<file path="src/rtl/tartaruga_pkg.sv">
// tartaruga_pkg: shared core types and constants.
// Holds the reorder-buffer geometry, the exception vector, the decode/writeback
// payload structs and the reorder-buffer entry layout used by rob_commit.
package tartaruga_pkg;

  localparam int          ROB_SIZE     = 16;
  localparam int          ROB_IDX_BITS = $clog2(ROB_SIZE);
  localparam logic [31:0] ADDR_XCPT    = 32'h0000_2000;

  typedef logic [31:0]             bus32_t;
  typedef logic [4:0]              reg_addr_t;
  typedef logic [3:0]              xcpt_code_t;
  typedef logic [ROB_IDX_BITS-1:0] rob_idx_t;
  // Pointer with an extra wrap bit so full and empty are distinguishable.
  typedef logic [ROB_IDX_BITS:0]   rob_ptr_t;

  typedef struct packed {
    bus32_t     pc;
    bus32_t     instr;
    reg_addr_t  addr_rd;
    logic       write_enable;
    logic       store_to_mem;
    bus32_t     kanata_id;
    logic       xcpt;
    xcpt_code_t xcpt_code;
    rob_idx_t   rob_idx;
  } instr_data_t;

  typedef struct packed {
    instr_data_t instr;
    bus32_t      result;
    logic        branch_taken;
    bus32_t      branched_pc;
  } mem_to_wb_t;

  typedef struct packed {
    logic       valid;
    logic       completed;
    bus32_t     pc;
    bus32_t     instr;
    reg_addr_t  addr_rd;
    logic       write_enable;
    logic       store_to_mem;
    bus32_t     kanata_id;
    logic       xcpt;
    xcpt_code_t xcpt_code;
    bus32_t     result;
    logic       branch_taken;
    bus32_t     new_pc;
  } rob_entry_t;

  // Sequential successor of a PC; the default redirect target of an entry.
  function automatic bus32_t next_seq_pc(input bus32_t pc);
    return pc + 32'd4;
  endfunction

endpackage

</file>
<file path="src/rtl/rob_commit.sv">
// rob_commit: reorder buffer with in-order retirement.
// Decode allocates at the tail, writeback marks entries completed out of order,
// and the oldest entry retires once completed. A retiring entry carrying an
// exception squashes every entry and redirects fetch to ADDR_XCPT.
// Ports:
//   clk_i, rst_i                     clock, synchronous active-high reset
//   alloc_valid_i/alloc_data_i       allocation request and decoded instruction
//   alloc_ready_o/alloc_idx_o        not-full indication, tail index handed out
//   complete_valid_i/complete_data_i writeback result, target instr.rob_idx
//   commit_valid_o/commit_entry_o    head entry retiring this cycle
//   rf_we_o/rf_addr_o/rf_data_o      register-file write port
//   store_commit_o                   retiring store may be performed
//   flush_o/flush_pc_o               exception squash and redirect PC
//   count_o                          occupied entries
module rob_commit
  import tartaruga_pkg::*;
#(
  parameter int ROB_SIZE = tartaruga_pkg::ROB_SIZE
) (
  input  logic                       clk_i,
  input  logic                       rst_i,
  input  logic                       alloc_valid_i,
  input  instr_data_t                alloc_data_i,
  output logic                       alloc_ready_o,
  output rob_idx_t                   alloc_idx_o,
  input  logic                       complete_valid_i,
  input  mem_to_wb_t                 complete_data_i,
  output logic                       commit_valid_o,
  output rob_entry_t                 commit_entry_o,
  output logic                       rf_we_o,
  output reg_addr_t                  rf_addr_o,
  output bus32_t                     rf_data_o,
  output logic                       store_commit_o,
  output logic                       flush_o,
  output bus32_t                     flush_pc_o,
  output logic [$clog2(ROB_SIZE):0]  count_o
);

  localparam int                IDX_BITS   = $clog2(ROB_SIZE);
  localparam logic [IDX_BITS:0] FULL_COUNT = (IDX_BITS+1)'(ROB_SIZE);

  rob_entry_t            entries_r [ROB_SIZE];
  logic [IDX_BITS:0]     head_r;
  logic [IDX_BITS:0]     tail_r;

  logic [IDX_BITS:0]     count_s;
  logic                  full_s;
  logic [IDX_BITS-1:0]   head_idx_s;
  logic [IDX_BITS-1:0]   tail_idx_s;
  logic [IDX_BITS-1:0]   comp_idx_s;
  rob_entry_t            head_entry_s;
  rob_entry_t            comp_target_s;
  rob_entry_t            alloc_entry_s;
  rob_entry_t            comp_entry_s;
  logic                  commit_s;
  logic                  flush_s;
  logic                  alloc_fire_s;
  logic                  comp_fire_s;

  assign count_s       = tail_r - head_r;
  assign full_s        = (count_s == FULL_COUNT);
  assign head_idx_s    = head_r[IDX_BITS-1:0];
  assign tail_idx_s    = tail_r[IDX_BITS-1:0];
  assign comp_idx_s    = complete_data_i.instr.rob_idx[IDX_BITS-1:0];
  assign head_entry_s  = entries_r[head_idx_s];
  assign comp_target_s = entries_r[comp_idx_s];

  assign commit_s      = head_entry_s.valid && head_entry_s.completed;
  assign flush_s       = commit_s && head_entry_s.xcpt;
  // Ready depends on registered state only; the flush term gates the fire.
  assign alloc_fire_s  = alloc_valid_i && !full_s && !flush_s;
  // Late or duplicate completions (invalid or already completed) are dropped.
  assign comp_fire_s   = complete_valid_i && comp_target_s.valid &&
                         !comp_target_s.completed && !flush_s;

  // Build the entry written at the tail on allocation.
  always_comb begin
    alloc_entry_s              = '0;
    alloc_entry_s.valid        = 1'b1;
    // Fetch/decode exceptions never execute, so they are ready to retire.
    alloc_entry_s.completed    = alloc_data_i.xcpt;
    alloc_entry_s.pc           = alloc_data_i.pc;
    alloc_entry_s.instr        = alloc_data_i.instr;
    alloc_entry_s.addr_rd      = alloc_data_i.addr_rd;
    alloc_entry_s.write_enable = alloc_data_i.write_enable;
    alloc_entry_s.store_to_mem = alloc_data_i.store_to_mem;
    alloc_entry_s.kanata_id    = alloc_data_i.kanata_id;
    alloc_entry_s.xcpt         = alloc_data_i.xcpt;
    alloc_entry_s.xcpt_code    = alloc_data_i.xcpt_code;
    alloc_entry_s.result       = 32'd0;
    alloc_entry_s.branch_taken = 1'b0;
    alloc_entry_s.new_pc       = next_seq_pc(alloc_data_i.pc);
  end

  // Merge a writeback result into its target entry.
  always_comb begin
    comp_entry_s              = comp_target_s;
    comp_entry_s.completed    = 1'b1;
    comp_entry_s.result       = complete_data_i.result;
    comp_entry_s.branch_taken = complete_data_i.branch_taken;
    if (complete_data_i.branch_taken) begin
      comp_entry_s.new_pc = complete_data_i.branched_pc;
    end else begin
      comp_entry_s.new_pc = comp_target_s.new_pc;
    end
    // Exceptions raised in execution join any already recorded at decode.
    comp_entry_s.xcpt      = comp_target_s.xcpt | complete_data_i.instr.xcpt;
    comp_entry_s.xcpt_code = comp_target_s.xcpt_code | complete_data_i.instr.xcpt_code;
  end

  // Entry storage and head/tail pointers; reset, then flush, then normal updates.
  always_ff @(posedge clk_i) begin
    if (rst_i) begin
      head_r <= '0;
      tail_r <= '0;
      for (int i = 0; i < ROB_SIZE; i++) begin
        entries_r[i].valid <= 1'b0;
      end
    end else if (flush_s) begin
      head_r <= '0;
      tail_r <= '0;
      for (int i = 0; i < ROB_SIZE; i++) begin
        entries_r[i].valid <= 1'b0;
      end
    end else begin
      // The three write targets never alias: alloc hits an invalid slot,
      // completion an uncompleted valid one, commit a completed head.
      if (commit_s) begin
        entries_r[head_idx_s].valid <= 1'b0;
        head_r <= head_r + {{IDX_BITS{1'b0}}, 1'b1};
      end
      if (alloc_fire_s) begin
        entries_r[tail_idx_s] <= alloc_entry_s;
        tail_r <= tail_r + {{IDX_BITS{1'b0}}, 1'b1};
      end
      if (comp_fire_s) begin
        entries_r[comp_idx_s] <= comp_entry_s;
      end
    end
  end

  // Retirement side effects of the head entry.
  always_comb begin
    commit_valid_o = commit_s;
    commit_entry_o = head_entry_s;
    rf_addr_o      = head_entry_s.addr_rd;
    rf_data_o      = head_entry_s.result;
    flush_o        = flush_s;
    if (commit_s && !head_entry_s.xcpt) begin
      rf_we_o        = head_entry_s.write_enable && (head_entry_s.addr_rd != 5'd0);
      store_commit_o = head_entry_s.store_to_mem;
    end else begin
      rf_we_o        = 1'b0;
      store_commit_o = 1'b0;
    end
  end

  assign alloc_ready_o = !full_s;
  assign alloc_idx_o   = rob_idx_t'(tail_idx_s);
  assign count_o       = count_s;
  assign flush_pc_o    = ADDR_XCPT;

endmodule

</file>
<file path="config.mk">
export PLATFORM = sky130hd
export DESIGN_NAME = rob_commit
export DESIGN_NICKNAME = d
export VERILOG_FILES = /design/src/rtl/tartaruga_pkg.sv /design/src/rtl/rob_commit.sv
export SDC_FILE = /design/constraint.sdc
export NUM_CORES = 2
export LEC_CHECK = 0
export CAP_MARGIN = 20
export CORE_MARGIN = 2
export CORE_UTILIZATION = 55
export CTS_CLUSTER_DIAMETER = 50
export CTS_CLUSTER_SIZE = 28
export DETAILED_ROUTE_END_ITERATION = 7
export GPL_ROUTABILITY_DRIVEN = 0
export PLACE_DENSITY = 0.73
export SLEW_MARGIN = 20
export SYNTH_ARGS = -nofsm -noshare
export SYNTH_HDL_FRONTEND = slang
export SYNTH_SLANG_ARGS = --single-unit
</file>
<file path="constraint.sdc">
create_clock -name clk_i -period 18.97 [get_ports clk_i]
set_clock_uncertainty 0.15 [all_clocks]
set_input_delay 1.897 -clock clk_i [delete_from_list [all_inputs] [get_ports clk_i]]
set_output_delay 1.897 -clock clk_i [all_outputs]
set_load 0.005 [all_outputs]
</file>
==> flow_summary_export.csv <==
group,metric,value,unit
detailed_routing,drt_iter0_markers,19640,
clocking,numCtsBuffers,302,
die,die_h,527.4,microns
detailed_routing,drc,0,
synthesis,synth_edf_count,2784,
timing,hold_viol,0,
detailed_routing,num_vias,103900,
timing,fin_hold_ws,0.3478,ns
die,dieArea,278100,sq um
flow_run,maxCapViolations,0,
clocking,post_cts_resized,0,
global_routing,grt_pass1_wl,761.4,mm
setup_path,required,16.92,ns
synthesis,yosysWarnings,0,
global_routing,grt.overflow.total,0,
timing,slew-limit-headroom,11.29,%
die,rows,192,
setup_path,critPathArrivalTime,7.10,ns
synthesis,netlist_area,150700,sq um
detailed_routing,wl_met1,167.6,mm
synthesis,ys_seq_elements,2814,
setup_path,crit_path_end_kind,"output port",
clocking,clkSinkCount,2814,
detailed_routing,route.met3.wl,95.75,mm
pwr,irDropWorstVdd,0.1063,mV
die,ioPinCount,551,
clocking,cts_setup_buffers,0,
pwr,power_leakage,0.05544,uW
timing,slew_violations,0,
clocking,h-tree-depth,5,
finish,syn_to_final_growth,10.95,%
timing,fin_ws,9.826,ns
setup_path,worst-setup-path-type,"flop to output port",
timing,setup_viol,0,
clocking,cts_hold_buffers,0,
setup_path,worst_setup_path_start_kind,"flop",
timing,post-route-period-util,48.20,%
die,die_w,527.4,microns
clocking,clk_latency,0.97,ns
finish,final_nets,9084,
synthesis,ys_types,61,
placement,place_hpwl,261.6,mm
timing,fmax,0.1094,GHz
timing,finalCriticalPeriod,9.144,ns
global_routing,antenna_found_initial,64,
clocking,cts.clk_slew.worst_paths,0.08,ns
detailed_routing,wl_per_cell,43.29,microns
global_routing,grtUsageTotal,38.86,%
finish,layout_commonest_cell,"edfxtp_1",
detailed_routing,drt-total-wl,547.8,mm
detailed_routing,maxUsedRoutingLayer,"met5",
clocking,cts_tree,"yes",
synthesis,ys_seq_area_share,55.89,%
detailed_routing,route.met2.wl,241.6,mm
synthesis,synth_async_sr_flop_share,0,%
min_path,hold_path.class,"flop to flop",
clocking,cts_max_path_buffers,4,
detailed_routing,postRouteAntennaNets,0,
finish,mostFrequentLayoutCells,"edfxtp_1, a22o_1, mux4_2",
placement,portBuffers,411,
timing,rsz0062_at_grt,"false",
finish,finish.utilization,61.20,%
timing,fin_setup_tns,0,ns
die,initial_utilization,55.16,%
finish,n_fill_cell,19060,
synthesis,netlist_instances,9185,
clocking,root_buffer,"clkbuf_16",
setup_path,critPathMaxFanout,83,
die,core,273100,sq um
placement,pre_cts_ws,10.07,ns
global_routing,grt_pass1_vias,104200,
global_routing,grt_max_degree,153,
pwr,pwr_density_cell,101.0,nW/um^2
synthesis,avgSynthCellArea,16.40,sq um
outcome,status,"finished clean",
detailed_routing,first_pass_iters,7,
detailed_routing,viasPerCell,8.211,
synthesis,yosys_most_used_dff,"edfxtp_1",
timing,worstMarginPinSlew,1.327,ns
finish,drive_gt1_share,27.61,%
metal layers:
| metal | global-route usage, % | vias to the layer above |
|---|---|---|
| li1 | - | 38130 |
| met1 | 48.79 | 52160 |
| met2 | 57.90 | 10980 |
| met3 | 13.29 | 2594 |
| met4 | 24.99 | 56 |
| met5 | 0.1039 | - |
power breakdown:
group	total, uW	switching (uW)	leakage [uW]	internal (uW)
registers	7050	97.4	0.0289	6960
logic	3500	1850	0.0215	1650
clock network	6320	2900	0.00512	3420
synthesized netlist by cell type, types with 43 or more instances:
cell | instances | area share [%]
clkbuf_1 | 905 | 2.3
nand2_1 | 198 | 0.49
buf_2 | 155 | 0.51
edfxtp_1 | 2784 | 55
o2bb2ai_1 | 82 | 0.48
o21ai_0 | 78 | 0.26
a22o_1 | 1583 | 9.2
and2_1 | 535 | 2.2
buf_4 | 79 | 0.39
buf_1 | 275 | 0.69
mux4_2 | 1574 | 24
nand3_1 | 54 | 0.18
o22ai_1 | 437 | 1.8
o31ai_1 | 49 | 0.24
nor2_1 | 43 | 0.11
path summary, 6_finish.rpt:
check	slack (ns)	cells past startpoint	start	end
setup reg to reg	9.89	11	flop	entries_r[15][166]$_DFFE_PP_
hold / removal	0.35	2	entries_r[2][173]$_SDFFE_PP1N_	entries_r[2][173]$_SDFFE_PP1N_
hold reg to reg	0.35	2	entries_r[2][173]$_SDFFE_PP1N_	entries_r[2][173]$_SDFFE_PP1N_
setup / recovery	9.83	7	flop	flush_o
cells by family after synthesis:
group                    after synthesis  synth area share, %
flip-flops                          2814                55.89
AO/OA/AOI/OAI                       2284                12.28
multiplexers                        1624                23.87
buffers and inverters               1432                3.898
AND/OR/NAND/NOR                      976                3.712
XOR/XNOR                              39               0.2267
adder cells (fa/ha/maj)               14               0.1213
other                                  2             0.004985
critical path: stages (launching register included):
cell	delay (ns)
dfxtp_4	0.86
buf_12	0.79
mux4_2	0.38
nor2b_1	0.05
o32ai_1	0.96
nand3_2	0.97
inv_2	1.05
clkdlybuf4s50_1	0.94
flip-flops by register name (all words and copies together) (netlist names), named ones only:
register,count
tail_r,5
entries_r,2800
head_r,5
cell type report:
cell class / count / area, sq um / area share (%)
clock buffers: 316 / 7631 / 4.565
clock inverters: 244 / 2983 / 1.784
well taps: 3589 / 4491 / 2.686
flip-flops and latches: 2814 / 84220 / 50.38
diodes: 33 / 82.58 / 0.04940
repair buffers: 673 / 6509 / 3.894
multi-input cells: 4969 / 61190 / 36.60
inverters: 17 / 63.81 / 0.03817
through the flow:
| stage | total power [uW] | instance area [sq um] | std cells |
|---|---|---|---|
| 2_1_floorplan | 9385 | 150800 | 9215 |
| 4_1_cts | 16810 | 166900 | 12620 |
| 3_3_place_gp | 10570 | 156300 | 12060 |
| 6_report | 16880 | 167200 | 12660 |
| 5_1_grt | 17230 | 167100 | 12650 |
| 3_5_place_dp | 10610 | 156300 | 12060 |
Power figures use the tool's default switching activity.
